==> src/rtl/aes_encrypt_arbiter_if.sv <==
// rtl/aes_encrypt_arbiter_if.sv - request/response and core-side bundle for the AES arbiter
interface aes_encrypt_arbiter_if #(
  parameter int NUM_REQ = 4
);
  logic [NUM_REQ-1:0]     req_valid;
  logic [NUM_REQ-1:0]     req_ready;
  logic [NUM_REQ*128-1:0] req_text;
  logic [NUM_REQ*128-1:0] req_key;
  logic [NUM_REQ-1:0]     rsp_valid;
  logic [NUM_REQ-1:0]     rsp_ready;
  logic [127:0]           rsp_text;
  logic                   rsp_error;
  logic                   core_new_en;
  logic [127:0]           core_plain_text;
  logic [127:0]           core_cipher_key;
  logic [127:0]           core_cipher_text;
  logic                   core_finish;

  // Requester side: issues requests, accepts responses
  modport master (
    output req_valid, req_text, req_key, rsp_ready,
    input  req_ready, rsp_valid, rsp_text, rsp_error
  );

  // Arbiter side: accepts requests, drives responses and the core
  modport slave (
    input  req_valid, req_text, req_key, rsp_ready,
    output req_ready, rsp_valid, rsp_text, rsp_error,
    output core_new_en, core_plain_text, core_cipher_key,
    input  core_cipher_text, core_finish
  );

  // Encryption core side
  modport core (
    input  core_new_en, core_plain_text, core_cipher_key,
    output core_cipher_text, core_finish
  );
endinterface

==> src/rtl/aes_encrypt_arbiter.sv <==
// rtl/aes_encrypt_arbiter.sv - round-robin sharing of one AES core between NUM_REQ requesters
module aes_encrypt_arbiter #(
  parameter int NUM_REQ = 4,
  parameter int TIMEOUT = 31
) (
  input  logic                       clk,
  input  logic                       reset_n,
  aes_encrypt_arbiter_if.slave       bus,
  output logic                       busy,
  output logic [$clog2(NUM_REQ)-1:0] grant_id
);
  localparam int IDW = $clog2(NUM_REQ);
  localparam int CW  = $clog2(TIMEOUT);

  typedef enum logic [1:0] {IDLE, LAUNCH, WAIT, RESP} state_t;

  state_t         state;
  logic [IDW-1:0] rr_ptr;
  logic [IDW-1:0] sel;
  logic           any_valid;
  logic [CW-1:0]  wait_cnt;

  // First valid requester at or after rr_ptr; the smallest offset wins
  always_comb begin
    sel       = rr_ptr;
    any_valid = 1'b0;
    for (int k = NUM_REQ - 1; k >= 0; k--) begin
      if (bus.req_valid[(int'(rr_ptr) + k) % NUM_REQ]) begin
        sel       = IDW'((int'(rr_ptr) + k) % NUM_REQ);
        any_valid = 1'b1;
      end
    end
  end

  // Accept is combinational in IDLE and forced low while reset is held
  assign bus.req_ready = (reset_n && state == IDLE && any_valid) ? (NUM_REQ'(1) << sel) : '0;
  assign busy          = (state != IDLE);

  // Arbitration FSM with registered core and response outputs
  always_ff @(posedge clk or negedge reset_n) begin
    if (!reset_n) begin
      state               <= IDLE;
      rr_ptr              <= '0;
      grant_id            <= '0;
      wait_cnt            <= '0;
      bus.core_new_en     <= 1'b0;
      bus.core_plain_text <= '0;
      bus.core_cipher_key <= '0;
      bus.rsp_valid       <= '0;
      bus.rsp_text        <= '0;
      bus.rsp_error       <= 1'b0;
    end else begin
      case (state)
        IDLE: begin
          if (any_valid) begin
            bus.core_plain_text <= bus.req_text[128*int'(sel) +: 128];
            bus.core_cipher_key <= bus.req_key[128*int'(sel) +: 128];
            grant_id            <= sel;
            bus.core_new_en     <= 1'b1;
            state               <= LAUNCH;
          end
        end
        LAUNCH: begin
          bus.core_new_en <= 1'b0;
          wait_cnt        <= '0;
          state           <= WAIT;
        end
        WAIT: begin
          wait_cnt <= wait_cnt + 1'b1;
          // wait_cnt == 0 marks the first WAIT cycle, where finish may be stale
          if (wait_cnt != '0 && bus.core_finish) begin
            bus.rsp_text  <= bus.core_cipher_text;
            bus.rsp_error <= 1'b0;
            bus.rsp_valid <= NUM_REQ'(1) << grant_id;
            state         <= RESP;
          end else if (wait_cnt == CW'(TIMEOUT - 1)) begin
            bus.rsp_text  <= '0;
            bus.rsp_error <= 1'b1;
            bus.rsp_valid <= NUM_REQ'(1) << grant_id;
            state         <= RESP;
          end
        end
        RESP: begin
          if (bus.rsp_ready[grant_id]) begin
            bus.rsp_valid <= '0;
            rr_ptr        <= (int'(grant_id) == NUM_REQ - 1) ? '0 : grant_id + 1'b1;
            state         <= IDLE;
          end
        end
        default: state <= IDLE;
      endcase
    end
  end
endmodule

==> src/flat_wrapper.sv <==
// flat-port wrapper written by rule: the top's interface ports become plain ports
module aes_encrypt_arbiter_flat 
#(
  parameter int NUM_REQ = 4,
  parameter int TIMEOUT = 31
)
  (clk, reset_n, busy, grant_id, bus_req_valid, bus_req_text, bus_req_key, bus_rsp_ready, bus_req_ready, bus_rsp_valid, bus_rsp_text, bus_rsp_error, bus_core_new_en, bus_core_plain_text, bus_core_cipher_key, bus_core_cipher_text, bus_core_finish);
  aes_encrypt_arbiter_if #(.NUM_REQ(NUM_REQ)) bus_i ();
  input  logic clk;
  input  logic reset_n;
  output logic busy;
  output logic [$clog2(NUM_REQ)-1:0] grant_id;
  input wire logic [$bits(bus_i.req_valid)-1:0] bus_req_valid;
  input wire logic [$bits(bus_i.req_text)-1:0] bus_req_text;
  input wire logic [$bits(bus_i.req_key)-1:0] bus_req_key;
  input wire logic [$bits(bus_i.rsp_ready)-1:0] bus_rsp_ready;
  output wire logic [$bits(bus_i.req_ready)-1:0] bus_req_ready;
  output wire logic [$bits(bus_i.rsp_valid)-1:0] bus_rsp_valid;
  output wire logic [$bits(bus_i.rsp_text)-1:0] bus_rsp_text;
  output wire logic [$bits(bus_i.rsp_error)-1:0] bus_rsp_error;
  output wire logic [$bits(bus_i.core_new_en)-1:0] bus_core_new_en;
  output wire logic [$bits(bus_i.core_plain_text)-1:0] bus_core_plain_text;
  output wire logic [$bits(bus_i.core_cipher_key)-1:0] bus_core_cipher_key;
  input wire logic [$bits(bus_i.core_cipher_text)-1:0] bus_core_cipher_text;
  input wire logic [$bits(bus_i.core_finish)-1:0] bus_core_finish;
  assign bus_i.req_valid = bus_req_valid;
  assign bus_i.req_text = bus_req_text;
  assign bus_i.req_key = bus_req_key;
  assign bus_i.rsp_ready = bus_rsp_ready;
  assign bus_req_ready = bus_i.req_ready;
  assign bus_rsp_valid = bus_i.rsp_valid;
  assign bus_rsp_text = bus_i.rsp_text;
  assign bus_rsp_error = bus_i.rsp_error;
  assign bus_core_new_en = bus_i.core_new_en;
  assign bus_core_plain_text = bus_i.core_plain_text;
  assign bus_core_cipher_key = bus_i.core_cipher_key;
  assign bus_i.core_cipher_text = bus_core_cipher_text;
  assign bus_i.core_finish = bus_core_finish;
  aes_encrypt_arbiter #(.NUM_REQ(NUM_REQ), .TIMEOUT(TIMEOUT)) u_core (.clk(clk), .reset_n(reset_n), .bus(bus_i), .busy(busy), .grant_id(grant_id));
endmodule
==> config.mk <==
export PLATFORM = sky130hd
export DESIGN_NAME = aes_encrypt_arbiter_flat
export DESIGN_NICKNAME = d
export VERILOG_FILES = /design/src/rtl/aes_encrypt_arbiter_if.sv /design/src/rtl/aes_encrypt_arbiter.sv /design/src/flat_wrapper.sv
export SDC_FILE = /design/constraint.sdc
export NUM_CORES = 1
export LEC_CHECK = 0
export CORE_AREA = 2 2 602 604
export CTS_CLUSTER_DIAMETER = 40
export DETAILED_ROUTE_END_ITERATION = 6
export DIE_AREA = 0 0 604 606
export PLACE_DENSITY = 0.3
export SYNTH_ARGS = -nofsm -noshare
export SYNTH_HDL_FRONTEND = slang
export SYNTH_SLANG_ARGS = --single-unit
==> constraint.sdc <==
create_clock -name clk -period 2.3 [get_ports clk]
set_input_delay 0.345 -clock clk [delete_from_list [all_inputs] [get_ports clk]]
set_output_delay 0.345 -clock clk [all_outputs]
set_load 0.005 [all_outputs]
==> reports/metrics.csv, run 1 <==
metric;value;unit
TritonCTS Sinks;401;
unrepaired setup endpoints after global routing;yes;
Row Count;221;
Avg WL per Cell;31.23;um
CP Launch Type;register;
Port Buffers;1559;
die width;604;um
reg-to-reg endpoint;u_core.bus.core_cipher_key[96];
sequential cell area fraction in the yosys report;40.88;%
Die Ht;606;um
crit-path max FO;4;
min cycle time layout;2.880;ns
Max H-tree Level;4;
Final Cell Area;57330;um2
cell count after synthesis;2693;
crit path kind;reg -> out;
min-delay src;bus_core_cipher_text[37];
worst hold path depth;3;
via count;31403;
Total GRT Usage;15.59;%
io pins;1560;
status;finished, violations left;
FF+latch count, synth;401;
Iter 0 DRT Violations;1912;
Peak VDD IR;0.4989;mV
clock slew at reported path FFs;0.04;ns
fmax;347.2;MHz
initial antenna violation count;222;
commonest cells after routing, fill and taps aside;1,542 x clkdlybuf4s50_1, 399 x dfrtp_1, 283 x a211oi_1, 269 x nand2_1, 264 x inv_1;
placed insts;9089;
Layout Cells excl Fill;9583;
syn_nets;3867;
Routability Congestion;0.9493;
placed instance area;48290;um2
TritonCTS clock tree;done;
Cell Area, Synth;24540;um2
NumNets Final;5790;
Rel. slew slack;43.32;%
Clock Path Buffers;4;
pin count of the biggest net entering global routing;68;
syn avg cell area;9.114;um2
failing checks;setup timing;
drt drc;0;
Root Driver;clkbuf_16;
CP Capture Type;primary output;
core area;360300;um2
ANT nets after route;0;
Pins Over Slew Limit;0;
setup ws final;-0.5799;ns
Reg2Reg Setup Slack;-0.45;ns
worst reg-to-reg path cell count;13;
r2r startpoint;u_core.rr_ptr[0];
final hold slack;0.09596;ns
initial core utilization;6.812;%
vias per std cell;3.277;
Synth-to-Final Area Change;133.6;%
commonest non-fill, non-tap cell in the layout;clkdlybuf4s50_1;
grt ovf;0;
ratio of cells with drive above 1 in the final layout;21.99;%
Leakage;22.32;nW
Hold EP;u_core.bus.rsp_text[37];
first-pass GRT wire length;368.6;mm
Worst-Margin Slew;0.8502;ns
Placement Setup Slack;-1.401;ns
Fin Clk Skew;0.06735;ns
Synth Warn #;0;
maxcap violations;0;
Clock Latency Late Sink;0.82;ns
endpoints failing setup;270;
fin util;15.91;%
drt total wl;299.3;mm
Final Hold Fails;0;
CP Data Required Time;1.96;ns
die area;366000;um2
worst hold path class;in -> reg;
period utilisation layout;125.2;%
post-synth cell types;37;
vias in the first global route;32683;
TritonCTS buffer count;151;
Critical Path AT;2.53;ns
pwr/cell area;1282;nW/um2
HPWL Detailed;252.3;mm
drt first pass iters;5;
-- flip-flops by register name (all words and copies together) (netlist names) --
signal	cells
u_core.bus.core_cipher_key	128
u_core.bus.core_plain_text	128
u_core.bus.rsp_text	128
u_core.wait_cnt	5
u_core.bus.rsp_valid	4
u_core.grant_id	2
u_core.rr_ptr	2
u_core.state	2
u_core.bus.core_new_en	1
u_core.bus.rsp_error	1
-- cells by family after synthesis --
| group | share of synthesized area [%] |
|---|---|
| fa+ha+maj | 0.5607 |
| mux | 10.85 |
| compound gates | 26.97 |
| simple gates | 11.44 |
| flops | 40.88 |
| buf+inv | 9.303 |
-- critical path, stage by stage (launching register included) --
cell and delay, ns:
dfrtp_2 0.54, nor2b_4 0.08, buf_6 0.13, o21ai_4 0.23, buf_12 0.14, nand3_4 0.12
nor3_4 0.28, buf_2 0.17
-- layer usage --
| metal | vias to the layer above | share of wire [%] | GRT usage [%] |
|---|---|---|---|
| li1 | 13696 | - | - |
| met1 | 15510 | 38 | 17.21 |
| met2 | 1541 | 48 | 26.44 |
| met3 | 508 | 10 | 7.075 |
| met4 | 148 | 3.5 | 5.156 |
| met5 | - | 0.31 | 0 |
-- through the flow --
stage                     setup TNS (ns)  power, mW
after detailed placement         -223.39      47.76
after global placement           -231.20      47.76
final                             -82.91      73.50
after floorplan                        0      25.53
after CTS                         -99.40      73.69
after global routing             -105.36      77.08
-- cell usage after synthesis (all sizes together) --
master,instances,area [um2]
a211o,1,8.760
o221ai,1,26.28
mux2i,257,2572
o21bai,1,7.510
clkbuf,177,671.9
nor2,264,991.0
o22a,1,8.760
mux4,1,22.52
o41a,1,11.26
ha,11,137.6
dfrtp,401,10030
a211oi,512,4860
mux2,6,67.56
nand2,272,1021
a31oi,256,1602
a221o,1,10.01
nor2b,9,56.30
o21ai,7,35.03
nor3,7,35.03
and2,2,12.51
inv,266,998.5
o31ai,3,22.52
nand3,133,665.6
and3,1,6.260
o32a,1,10.01
and4,1,8.760
buf,96,613.1
or4,1,11.26
a21oi,1,5.000
o22ai,2,12.51
-- timing repair --
action,in CTS,in global routing
hold endpoints to repair,157,0
buffers inserted,49,22
gates resized for setup,250,95
pin swaps,12,11
gates cloned,19,12
hold buffers,70,0
setup endpoints to repair,317,305
-- cell type report --
cell class	instances	area, um2
fill	40439	303000
timing repair buffer	2043	21540
multi-input combinational	1753	13430
sequential	401	10040
tap	4794	5998
clock buffer	212	4348
inverter	266	998.5
clock inverter	55	839.6
antenna	59	147.6
-- where the power goes --
part / internal, mW / switching [mW] / leakage, nW
registers: 10.5 / 2.69 / 4.64
logic: 19.0 / 19.8 / 15.1
clock network: 14.8 / 6.59 / 2.56
-- how the worst max path moves through the flow --
stage	from	end	slack [ns]	depth (start not counted)
after global routing	u_core.rr_ptr[0]	bus_req_ready[3]	-0.66	7
after global placement	bus_req_valid[0]	u_core.bus.core_cipher_key[125]	-1.38	9
after detailed placement	bus_req_valid[0]	u_core.bus.core_cipher_key[125]	-1.40	9
final	u_core.rr_ptr[0]	bus_req_ready[3]	-0.58	7
after CTS	u_core.rr_ptr[0]	bus_req_ready[3]	-0.70	6
after floorplan	u_core.rr_ptr[1]	u_core.bus.core_plain_text[0]	0.37	8
(Power assumes the default switching activity.)
==> inputs of run 2 (changes only) <==
- SETUP_SLACK_MARGIN: not set -> 0.02
- SLEW_MARGIN: not set -> 20
==> run 2 against run 1 <==
  * The run still ends with setup timing left
  * Via count up 0.70%
  * Count of clock-buffer cells in the layout did not move
  * Combinational power increased by 2%
  * Maximum frequency up 0.13%
  * First-iteration DRC count is 3.7% higher
  * Cell area up 0.85%
  * Utilization grew 0.14 points
  * Die area is the same
  * Flip-flop and latch count stayed put
  * Sequential share of layout area shrank 0.15 points
  * Clock skew grew 0.0029 ns
==> reports/metrics.csv, run 2 (synthesized netlist as in run 1, its figures left out) <==
metric;value;unit;change
status;finished, violations left;;
failing checks;setup timing;;
ratio of cells with drive above 1 in the final layout;22.69;%;+0.70 points
commonest cells after routing, fill and taps aside;1,542 x clkdlybuf4s50_1, 399 x dfrtp_1, 271 x a211oi_1, 269 x nand2_1, 264 x inv_1;;
die area;366000;um2;unchanged
global routing usage on met3;7.024;%;-0.051 points
Peak VDD IR;0.4949;mV;-0.79%
Final Cell Area;57820;um2;+0.85%
clock slew at reported path FFs;0.04;ns;about the same
Worst-Margin Slew;0.8494;ns;-0.0008467 ns
HPWL Detailed;252.3;mm;unchanged
setup ws final;-0.5760;ns;+0.003880 ns
GRT busiest layer;met2;;
largest registers;u_core.bus.core_cipher_key: 128 flops, u_core.bus.core_plain_text: 128 flops, u_core.bus.rsp_text: 128 flops;;
drt first pass iters;5;;unchanged
ANT nets after route;0;;unchanged
Total GRT Usage;15.59;%;about the same
Max H-tree Level;4;;unchanged
Fillers;40405;;-0.084%
Leakage;22.51;nW;+0.86%
Placement Setup Slack;-1.401;ns;unchanged
crit-path max FO;4;;unchanged
vias per std cell;3.291;;+0.42%
placed instance area;48290;um2;unchanged
min cycle time layout;2.876;ns;-0.003880 ns
worst hold path class;in -> reg;;
M2 GR Usage;26.27;%;-0.17 points
Port Buffers;1559;;unchanged
TritonCTS clock tree;done;;
initial antenna violation count;223;;+0.45%
die width;604;um;unchanged
register area;10040;um2;unchanged
drt drc;0;;unchanged
Clock Path Buffers;4;;unchanged
NumNets Final;5812;;+0.38%
initial core utilization;6.812;%;unchanged
drt total wl;300.8;mm;+0.52%
Fin Clk Skew;0.07022;ns;+0.002864 ns
TritonCTS Sinks;401;;unchanged
Power, Total;74.36;mW;+1.2%
io pins;1560;;unchanged
vias in the first global route;32691;;+0.024%
CP Capture Type;primary output;;
unrepaired setup endpoints after global routing;yes;;
Root Driver;clkbuf_16;;
fin util;16.05;%;+0.14 points
Avg WL per Cell;31.30;um;+0.24%
core area;360300;um2;unchanged
via count;31624;;+0.70%
Synth-to-Final Area Change;135.6;%;
Routability Congestion;0.9493;;unchanged
multi-input logic area;13500;um2;+0.56%
Slowest cell on crit path;dfrtp_2;;
Pins Over Slew Limit;0;;unchanged
crit path kind;reg -> out;;
pwr/cell area;1286;nW/um2;+0.31%
commonest non-fill, non-tap cell in the layout;clkdlybuf4s50_1;;
first-pass GRT wire length;368.7;mm;about the same
met1 usage;17.24;%;+0.028 points
cell chain of the critical path;nor2b_4 -> buf_6 -> o21ai_4 -> buf_12 -> nand3_4 -> nor3_4 -> buf_2;;
CP Launch Type;register;;
endpoints failing setup;270;;unchanged
Rel. slew slack;43.38;%;+0.056 points
Die Ht;606;um;unchanged
Final Hold Fails;0;;unchanged
Iter 0 DRT Violations;1983;;+3.7%
period utilisation layout;125.0;%;-0.17 points
Row Count;221;;unchanged
TritonCTS buffer count;151;;unchanged
slowest stage delay, CP;0.55;ns;about the same
CP Data Required Time;1.96;ns;about the same
Clock Latency Late Sink;0.83;ns;about the same
Critical Path AT;2.53;ns;about the same
grt ovf;0;;unchanged
pin count of the biggest net entering global routing;68;;unchanged
maxcap violations;0;;unchanged
fmax;347.7;MHz;+0.13%
-- run 2: cell count changes in the layout (fill, tap and decap cells not counted), moves of 2 or more --
cell,change
buf_6,+14
a211oi_1,-12
buf_12,+2
mux2i_2,+4
buf_4,-3
mux2i_1,-4
diode_2,+5
a211oi_2,+12
clkbuf_16,+8
-- run 2: report_power, final --
part / switching [mW] / leakage (nW) / internal, mW
combinational: 20.1 / 15.3 / 19.6
sequential: 2.69 / 4.64 / 10.5
clock: 6.60 / 2.56 / 14.8
-- run 2: layer usage --
metal	wire length [um]	part of all wire (%)	vias up
li1	-	-	13746
met1	114800	38	15638
met2	143900	48	1572
met3	30180	10	522
met4	11060	3.7	146
met5	924	0.31	-
-- run 2: worst max-delay path: cells and delay by family (launching register included) --
kind                   cells  cell delay (ns)
AND/OR/NAND/NOR            3             0.47
AO/OA/AOI/OAI              1             0.23
flip-flops                 1             0.55
buffers and inverters      3             0.44
-- run 2: worst paths after layout --
check	from	endpoint	slack (ns)	cells after the start
min	bus_core_cipher_text[37]	u_core.bus.rsp_text[37]	0.1	3
min reg2reg	u_core.bus.rsp_text[65]	u_core.bus.rsp_text[65]	0.49	2
max	u_core.rr_ptr[0]	bus_req_ready[3]	-0.58	7
max in group asynchronous	reset_n	u_core.bus.core_plain_text[93]	0.96	4
max reg2reg	u_core.rr_ptr[0]	u_core.bus.core_cipher_key[75]	-0.42	12
min in group asynchronous	reset_n	u_core.bus.rsp_text[34]	0.20	3
-- run 2: area by class of cell --
type	count	share of cell area, %
Sequential cell	401	17.36
Tap cell	4794	10.37
Clock buffer	212	7.520
Antenna cell	64	0.2770
Inverter	266	1.731
Clock inverter	55	1.452
Timing Repair Buffer	2065	37.93
Multi-Input combinational cell	1753	23.35
-- run 2: what timing repair did --
item / CTS / global route
endpoints found under the hold margin: 157 / 0
resized for setup: 251 / 132
gates cloned: 19 / 22
setup endpoints to repair: 325 / 312
hold buffers: 70 / 0
buffers inserted: 49 / 35
pin swaps: 13 / 9
-- run 2: through the flow --
stage          hold WS (ns)  TNS (ns)  std cells
6_report            0.09756    -88.58       9610
5_1_grt             0.05543   -109.70       9573
4_1_cts          0.00001882    -99.86       9493
3_5_place_dp         0.4255   -223.39       9089
3_3_place_gp         0.4311   -231.20       9089
2_1_floorplan       0.04941         0       2693
